===== src/rtl/onehot_mux_pipe_pkg.sv =====
// Shared types and helpers for the one-hot select mux pipeline.
package mux_pkg;

  // Occupancy of the two-entry output buffer.
  typedef enum logic [1:0] {
    EMPTY = 2'b00,
    ONE   = 2'b01,
    FULL  = 2'b10
  } buf_state_e;

  // Handling of beats whose select is not exactly one-hot.
  localparam int ILLEGAL_DROP = 0;
  localparam int ILLEGAL_FWD  = 1;

  // Widest select vector the helpers below accept (callers zero-extend).
  localparam int SEL_MAX_WIDTH = 64;

  // Number of set bits in a select vector.
  function automatic int unsigned popcount(input logic [SEL_MAX_WIDTH-1:0] v);
    int unsigned cnt;
    cnt = 32'd0;
    for (int i = 0; i < SEL_MAX_WIDTH; i++) begin
      cnt = cnt + {31'd0, v[i]};
    end
    return cnt;
  endfunction

  // A select is legal only when exactly one bit is set.
  function automatic logic is_onehot(input logic [SEL_MAX_WIDTH-1:0] v);
    return (popcount(v) == 32'd1);
  endfunction

endpackage


===== src/rtl/onehot_mux_pipe_if.sv =====
// Input and output stream signals of the one-hot mux pipeline.
interface onehot_mux_pipe_if #(
  parameter int DATA_WIDTH = 32,
  parameter int NUM_INPUTS = 4
);
  logic [NUM_INPUTS*DATA_WIDTH-1:0] in_data;
  logic [NUM_INPUTS-1:0]            in_sel;
  logic                             in_valid;
  logic                             in_ready;
  logic [DATA_WIDTH-1:0]            out_data;
  logic                             out_err;
  logic                             out_valid;
  logic                             out_ready;

  // Producer/consumer side.
  modport master (
    output in_data, in_sel, in_valid, out_ready,
    input  in_ready, out_data, out_err, out_valid
  );

  // Mux side.
  modport slave (
    input  in_data, in_sel, in_valid, out_ready,
    output in_ready, out_data, out_err, out_valid
  );
endinterface


===== src/rtl/onehot_mux_pipe_skid_buffer.sv =====
// Two-entry skid buffer: main register drives the outputs, skid register
// absorbs the one beat that can arrive after the consumer stalls.
module skid_buffer
  import mux_pkg::*;
#(
  parameter int WIDTH = 33
) (
  input  logic             clk,
  input  logic             rst,
  input  logic [WIDTH-1:0] in_data,
  input  logic             in_valid,
  output logic             in_ready,
  output logic [WIDTH-1:0] out_data,
  output logic             out_valid,
  input  logic             out_ready
);

  buf_state_e       state_r;
  buf_state_e       state_nxt_s;
  logic [WIDTH-1:0] main_r;
  logic [WIDTH-1:0] skid_r;
  logic             out_valid_r;
  logic             in_ready_r;
  logic             accept_s;
  logic             xfer_s;
  logic             load_main_in_s;
  logic             load_main_skid_s;
  logic             load_skid_s;

  assign in_ready  = in_ready_r;
  assign out_valid = out_valid_r;
  assign out_data  = main_r;

  // Next occupancy and which register each beat lands in.
  always_comb begin
    state_nxt_s      = state_r;
    load_main_in_s   = 1'b0;
    load_main_skid_s = 1'b0;
    load_skid_s      = 1'b0;
    accept_s         = in_valid & in_ready_r;
    xfer_s           = out_valid_r & out_ready;
    case (state_r)
      EMPTY: begin
        if (accept_s) begin
          state_nxt_s    = ONE;
          load_main_in_s = 1'b1;
        end else begin
          state_nxt_s = EMPTY;
        end
      end
      ONE: begin
        if (accept_s && xfer_s) begin
          state_nxt_s    = ONE;
          load_main_in_s = 1'b1;
        end else if (accept_s) begin
          state_nxt_s = FULL;
          load_skid_s = 1'b1;
        end else if (xfer_s) begin
          state_nxt_s = EMPTY;
        end else begin
          state_nxt_s = ONE;
        end
      end
      FULL: begin
        if (xfer_s) begin
          state_nxt_s      = ONE;
          load_main_skid_s = 1'b1;
        end else begin
          state_nxt_s = FULL;
        end
      end
      default: begin
        state_nxt_s = EMPTY;
      end
    endcase
  end

  // State, data registers and the registered handshake outputs.
  always_ff @(posedge clk) begin
    if (rst) begin
      state_r     <= EMPTY;
      main_r      <= '0;
      skid_r      <= '0;
      out_valid_r <= 1'b0;
      in_ready_r  <= 1'b0;
    end else begin
      state_r     <= state_nxt_s;
      out_valid_r <= (state_nxt_s != EMPTY);
      in_ready_r  <= (state_nxt_s != FULL);
      if (load_main_in_s) begin
        main_r <= in_data;
      end else if (load_main_skid_s) begin
        main_r <= skid_r;
      end else begin
        main_r <= main_r;
      end
      if (load_skid_s) begin
        skid_r <= in_data;
      end else begin
        skid_r <= skid_r;
      end
    end
  end

endmodule


===== src/rtl/onehot_mux_pipe.sv =====
// N-input one-hot select mux with illegal-select detection, saturating
// error counter and a registered valid/ready output stage.
module onehot_mux_pipe
  import mux_pkg::*;
#(
  parameter int DATA_WIDTH    = 32,
  parameter int NUM_INPUTS    = 4,
  parameter int ERR_CNT_WIDTH = 8,
  parameter int ILLEGAL_MODE  = 0
) (
  input  logic                     clk,
  input  logic                     rst,
  onehot_mux_pipe_if.slave         bus,
  input  logic                     err_clr,
  output logic [ERR_CNT_WIDTH-1:0] err_count,
  output logic                     err_sticky
);

  localparam logic [ERR_CNT_WIDTH-1:0] ERR_CNT_MAX = '1;

  logic [SEL_MAX_WIDTH-1:0]  sel_ext_s;
  logic                      legal_s;
  logic [DATA_WIDTH-1:0]     data_s;
  logic [DATA_WIDTH:0]       enq_beat_s;
  logic                      enq_valid_s;
  logic                      buf_ready_s;
  logic [DATA_WIDTH:0]       out_beat_s;
  logic                      illegal_acc_s;
  logic [ERR_CNT_WIDTH-1:0]  err_count_r;
  logic                      err_sticky_r;

  // Decode the select and build the beat that enters the buffer.
  always_comb begin
    sel_ext_s                 = '0;
    sel_ext_s[NUM_INPUTS-1:0] = bus.in_sel;
    legal_s                   = is_onehot(sel_ext_s);
    data_s                    = '0;
    for (int i = 0; i < NUM_INPUTS; i++) begin
      if (bus.in_sel[i]) begin
        data_s = data_s | bus.in_data[i*DATA_WIDTH +: DATA_WIDTH];
      end else begin
        data_s = data_s;
      end
    end
    if (legal_s) begin
      enq_beat_s  = {1'b0, data_s};
      enq_valid_s = bus.in_valid;
    end else begin
      // Illegal beats carry zero data and the error tag; dropped in mode 0.
      enq_beat_s  = {1'b1, {DATA_WIDTH{1'b0}}};
      enq_valid_s = bus.in_valid & (ILLEGAL_MODE == ILLEGAL_FWD);
    end
    illegal_acc_s = bus.in_valid & buf_ready_s & ~legal_s;
  end

  skid_buffer #(
    .WIDTH (DATA_WIDTH + 1)
  ) u_skid (
    .clk       (clk),
    .rst       (rst),
    .in_data   (enq_beat_s),
    .in_valid  (enq_valid_s),
    .in_ready  (buf_ready_s),
    .out_data  (out_beat_s),
    .out_valid (bus.out_valid),
    .out_ready (bus.out_ready)
  );

  assign bus.in_ready = buf_ready_s;
  assign bus.out_data = out_beat_s[DATA_WIDTH-1:0];
  assign bus.out_err  = out_beat_s[DATA_WIDTH];
  assign err_count    = err_count_r;
  assign err_sticky   = err_sticky_r;

  // Error counter and sticky flag; a clear in the same cycle as an illegal
  // accept clears first and then counts that beat.
  always_ff @(posedge clk) begin
    if (rst) begin
      err_count_r  <= '0;
      err_sticky_r <= 1'b0;
    end else if (illegal_acc_s) begin
      if (err_clr) begin
        err_count_r <= ERR_CNT_WIDTH'(1);
      end else if (err_count_r == ERR_CNT_MAX) begin
        err_count_r <= err_count_r;
      end else begin
        err_count_r <= err_count_r + ERR_CNT_WIDTH'(1);
      end
      err_sticky_r <= 1'b1;
    end else if (err_clr) begin
      err_count_r  <= '0;
      err_sticky_r <= 1'b0;
    end else begin
      err_count_r  <= err_count_r;
      err_sticky_r <= err_sticky_r;
    end
  end

endmodule


===== src/flat_wrapper.sv =====
// flat-port wrapper written by rule: the top's interface ports become plain ports
module onehot_mux_pipe_flat import mux_pkg::*;
#(
  parameter int DATA_WIDTH    = 32,
  parameter int NUM_INPUTS    = 4,
  parameter int ERR_CNT_WIDTH = 8,
  parameter int ILLEGAL_MODE  = 0
)
  (clk, rst, err_clr, err_count, err_sticky, bus_in_data, bus_in_sel, bus_in_valid, bus_out_ready, bus_in_ready, bus_out_data, bus_out_err, bus_out_valid);
  onehot_mux_pipe_if #(.DATA_WIDTH(DATA_WIDTH), .NUM_INPUTS(NUM_INPUTS)) bus_i ();
  input  logic clk;
  input  logic rst;
  input  logic err_clr;
  output logic [ERR_CNT_WIDTH-1:0] err_count;
  output logic err_sticky;
  input wire logic [$bits(bus_i.in_data)-1:0] bus_in_data;
  input wire logic [$bits(bus_i.in_sel)-1:0] bus_in_sel;
  input wire logic [$bits(bus_i.in_valid)-1:0] bus_in_valid;
  input wire logic [$bits(bus_i.out_ready)-1:0] bus_out_ready;
  output wire logic [$bits(bus_i.in_ready)-1:0] bus_in_ready;
  output wire logic [$bits(bus_i.out_data)-1:0] bus_out_data;
  output wire logic [$bits(bus_i.out_err)-1:0] bus_out_err;
  output wire logic [$bits(bus_i.out_valid)-1:0] bus_out_valid;
  assign bus_i.in_data = bus_in_data;
  assign bus_i.in_sel = bus_in_sel;
  assign bus_i.in_valid = bus_in_valid;
  assign bus_i.out_ready = bus_out_ready;
  assign bus_in_ready = bus_i.in_ready;
  assign bus_out_data = bus_i.out_data;
  assign bus_out_err = bus_i.out_err;
  assign bus_out_valid = bus_i.out_valid;
  onehot_mux_pipe #(.DATA_WIDTH(DATA_WIDTH), .NUM_INPUTS(NUM_INPUTS), .ERR_CNT_WIDTH(ERR_CNT_WIDTH), .ILLEGAL_MODE(ILLEGAL_MODE)) u_core (.clk(clk), .rst(rst), .bus(bus_i), .err_clr(err_clr), .err_count(err_count), .err_sticky(err_sticky));
endmodule

===== config.mk =====
export PLATFORM = sky130hd
export DESIGN_NAME = onehot_mux_pipe_flat
export DESIGN_NICKNAME = d
export VERILOG_FILES = /design/src/rtl/onehot_mux_pipe_pkg.sv /design/src/rtl/onehot_mux_pipe_if.sv /design/src/rtl/onehot_mux_pipe_skid_buffer.sv /design/src/rtl/onehot_mux_pipe.sv /design/src/flat_wrapper.sv
export SDC_FILE = /design/constraint.sdc
export NUM_CORES = 1
export LEC_CHECK = 0
export CORE_MARGIN = 4
export CORE_UTILIZATION = 40
export CTS_CLUSTER_DIAMETER = 30
export DETAILED_ROUTE_END_ITERATION = 10
export PLACE_DENSITY = 0.76
export REMOVE_ABC_BUFFERS = 1
export SLEW_MARGIN = 20
export SYNTH_ARGS = -nofsm -noshare
export SYNTH_HDL_FRONTEND = slang
export SYNTH_SLANG_ARGS = --single-unit

===== constraint.sdc =====
create_clock -name clk -period 4.3 [get_ports clk]
set_input_delay 0.43 -clock clk [delete_from_list [all_inputs] [get_ports clk]]
set_output_delay 0.43 -clock clk [all_outputs]
set_load 0.1 [all_outputs]

==> flow_summary.toml <==
[sta]
hold_viol = 0
finalMaxSlewViolations = 0
fin_skew_ns = 0.00607
setup_viol = 0
max_freq_mhz = 273
final.setup.worst_slack_ns = 0.635
max-slew-margin-rel = 0.326
tightest_slew_ns = 1.01
holdWs_ns = 0.488
tns_ns = 0
period_share = 0.852
fin_crit_ns = 3.67
rsz0062_at_grt = "no"

[route]
drt_wl_total_mm = 12.2
num_vias = 4068
wl_per_cell_um = 17.5
drt_iter0_drc = 219
drcViolationCount = 0
drtAntennaViolNets = 0
routed_via_density = 5.84
drtPass1Iterations = 5

[setup_path]
crit_chain = "clkdlybuf4s50_1 -> ha_1 -> fa_1 -> ha_1 -> or3b_4 -> nor2_1 -> ha_1 -> nand2_1 -> a2111o_1 -> buf_4 -> a21oi_1 -> a221o_1"
r2r_cells = 8
max_stage_delay_ns = 0.56
crit_top_cell = "ha_1"
start_kind = "input pin"
crit_fanout = 14
cp_slowest_cell = "a2111o_1"
cp-end-kind = "flop"
crit_type = "input pin to flop"
worst_ep_required_time_ns = 4.58
critPathArrivalTime_ns = 3.94

[logic_synthesis]
ys_seq_elements = 79
synth_edf_count = 0
ys.flop_type = "dfxtp_1"
yosys-top-cells-area = "dfxtp_1, a22oi_1, a221o_1, a21oi_1, nand2_1"
synth-warning-count = 0
yosysSeqAreaShare = 0.426
async_flop_share = 0
synth_area_um2 = 3710
synth_cell_types = 41
syn_inst = 416
postSynthAreaPerCell_um2 = 8.92
synth.top_cell.area_share = 0.426
yosysTopAreaCell = "dfxtp_1"

[clock_network]
cts_root_buf = "clkbuf_8"
post_cts_buffers = 0
holdBufCountCts = 0
cts_made_buffers = 9
cts_sinks = 79
clk_pin_slew_worst_paths_ns = 0.09
cts_resized = 0
cts_tree = "built"
h-tree-depth = 3
insertion_delay_ns = 0.33
clockBufferDepth = 2

[final_layout]
nets = 727
diodes = 0
layout_common_cells = "clkdlybuf4s50_1, a22oi_1, dfxtp_1"
num-fill-cells = 752
postLayoutCoreUtil = 0.649
drive_gt1_frac = 0.0577
area_delta_synth_final_pct = 55.5
seq_area_um2 = 1580
multi_input_area_um2 = 1960
finalInstanceArea_um2 = 5770
final_common_cell = "clkdlybuf4s50_1"

[grt]
grtUsageTotal = 0.216
use_met2 = 0.375
grt_max_degree = 44
overflow = 0
grt_pass1_vias = 4027
grt_pass1_wl_mm = 19.6
grt_use_met1 = 0.267
busiest_layer = "met2"
grt_antenna_before_repair = 0
met3_usage = 0.0447

[place]
dpl.hpwl_mm = 8.85
gp_congestion = 0.805
place_area_um2 = 5570
port_buffers = 180
place_ws_ns = 0.331

[die]
die_h_um = 104
fp.dieW_um = 104
io_pins = 181
initial_core_util = 0.418
core_um2 = 8890
num_rows = 34
die-area_um2 = 10900

[pwr]
ir_worst_vdd_v = 0.000184
p_leak_nw = 2.21
power.density_nw_per_um2 = 308

[min_path]
hp-class = "flop to flop"
worstHoldPathCells = 2

[run_status]
status = "complete, no violations"

[run]
max-cap-violations = 0
path summary, 6_finish.rpt:
| path | start | end | slack [ns] |
|---|---|---|---|
| max | bus_in_sel[0] | u_core.u_skid.out_data[30]$_SDFFE_PP0P_ | 0.63 |
| max reg2reg | u_core.u_skid.in_ready$_SDFF_PP0_ | u_core.u_skid.out_data[30]$_SDFFE_PP0P_ | 2.12 |
| min | u_core.err_sticky$_SDFFE_PP0P_ | u_core.err_sticky$_SDFFE_PP0P_ | 0.49 |
| min reg2reg | u_core.err_sticky$_SDFFE_PP0P_ | u_core.err_sticky$_SDFFE_PP0P_ | 0.49 |
cells by family (layout without fill, tap and decap cells):
logic type                 count (synthesis)  after routing  synth area share
adders and majority gates                  6              6            0.0222
AOI/OAI and AO/OA                        186            186             0.373
buffers and inverters                     39            212            0.0485
muxes                                      2              2           0.00539
DFF                                       79             79             0.426
and+or+nand+nor                          104            104             0.124
critical path, delay by kind of cell:
kind,cells,cell delay (ns)
buf+inv,2,0.71
simple gates,3,0.75
compound gates,3,0.83
fa+ha+maj,4,1.21
metal layers:
metal	part of all wire	wire length [um]
met1	0.41	5050
met2	0.50	6110
met3	0.073	886
met4	0.014	172
met5	0	0
metrics by stage:
stage               std cells  power [mW]
detailed placement        681        1.23
floorplan                 382        1.01
global placement          681        1.23
finish                    697        1.78
CTS                       697        1.79
global route              697        1.85
where the power goes:
part | internal [mW] | leakage, nW | total, mW | switching [mW]
registers | 0.751 | 0.638 | 0.765 | 0.0140
clock network | 0.288 | 0.107 | 0.564 | 0.277
logic | 0.193 | 1.46 | 0.452 | 0.259
total | 1.23 | 2.21 | 1.78 | 0.549
cells in the mapped netlist, types with 2 or more instances:
cell type	instances
o211ai_1	2
or3_1	3
ha_1	5
clkbuf_1	27
nand2_1	43
nor2_1	38
o2111ai_1	2
o21ai_0	3
nand3b_1	3
a21oi_1	40
nand3_1	4
dfxtp_1	79
mux2i_1	2
a221o_1	32
buf_6	4
nand4_1	2
a22oi_1	96
buf_2	3
inv_1	5
nor3_1	2
sequential cells by signal, indices dropped and copies added, names as in the netlist:
signal,flops
u_core.u_skid.in_ready,1
u_core.err_count,8
u_core.err_sticky,1
u_core.u_skid.skid_r,33
u_core.u_skid.state_r,2
u_core.u_skid.out_data,33
u_core.u_skid.out_valid,1
cell type report:
| cell class | instances | area share |
|---|---|---|
| Timing Repair Buffer | 191 | 0.325 |
| Clock inverter | 6 | 0.0115 |
| Tap cell | 108 | 0.0234 |
| Multi-Input combinational cell | 298 | 0.339 |
| Clock buffer | 10 | 0.0238 |
| Inverter | 5 | 0.00325 |
| Sequential cell | 79 | 0.274 |
No activity file was read; power rests on OpenSTA's default activity.
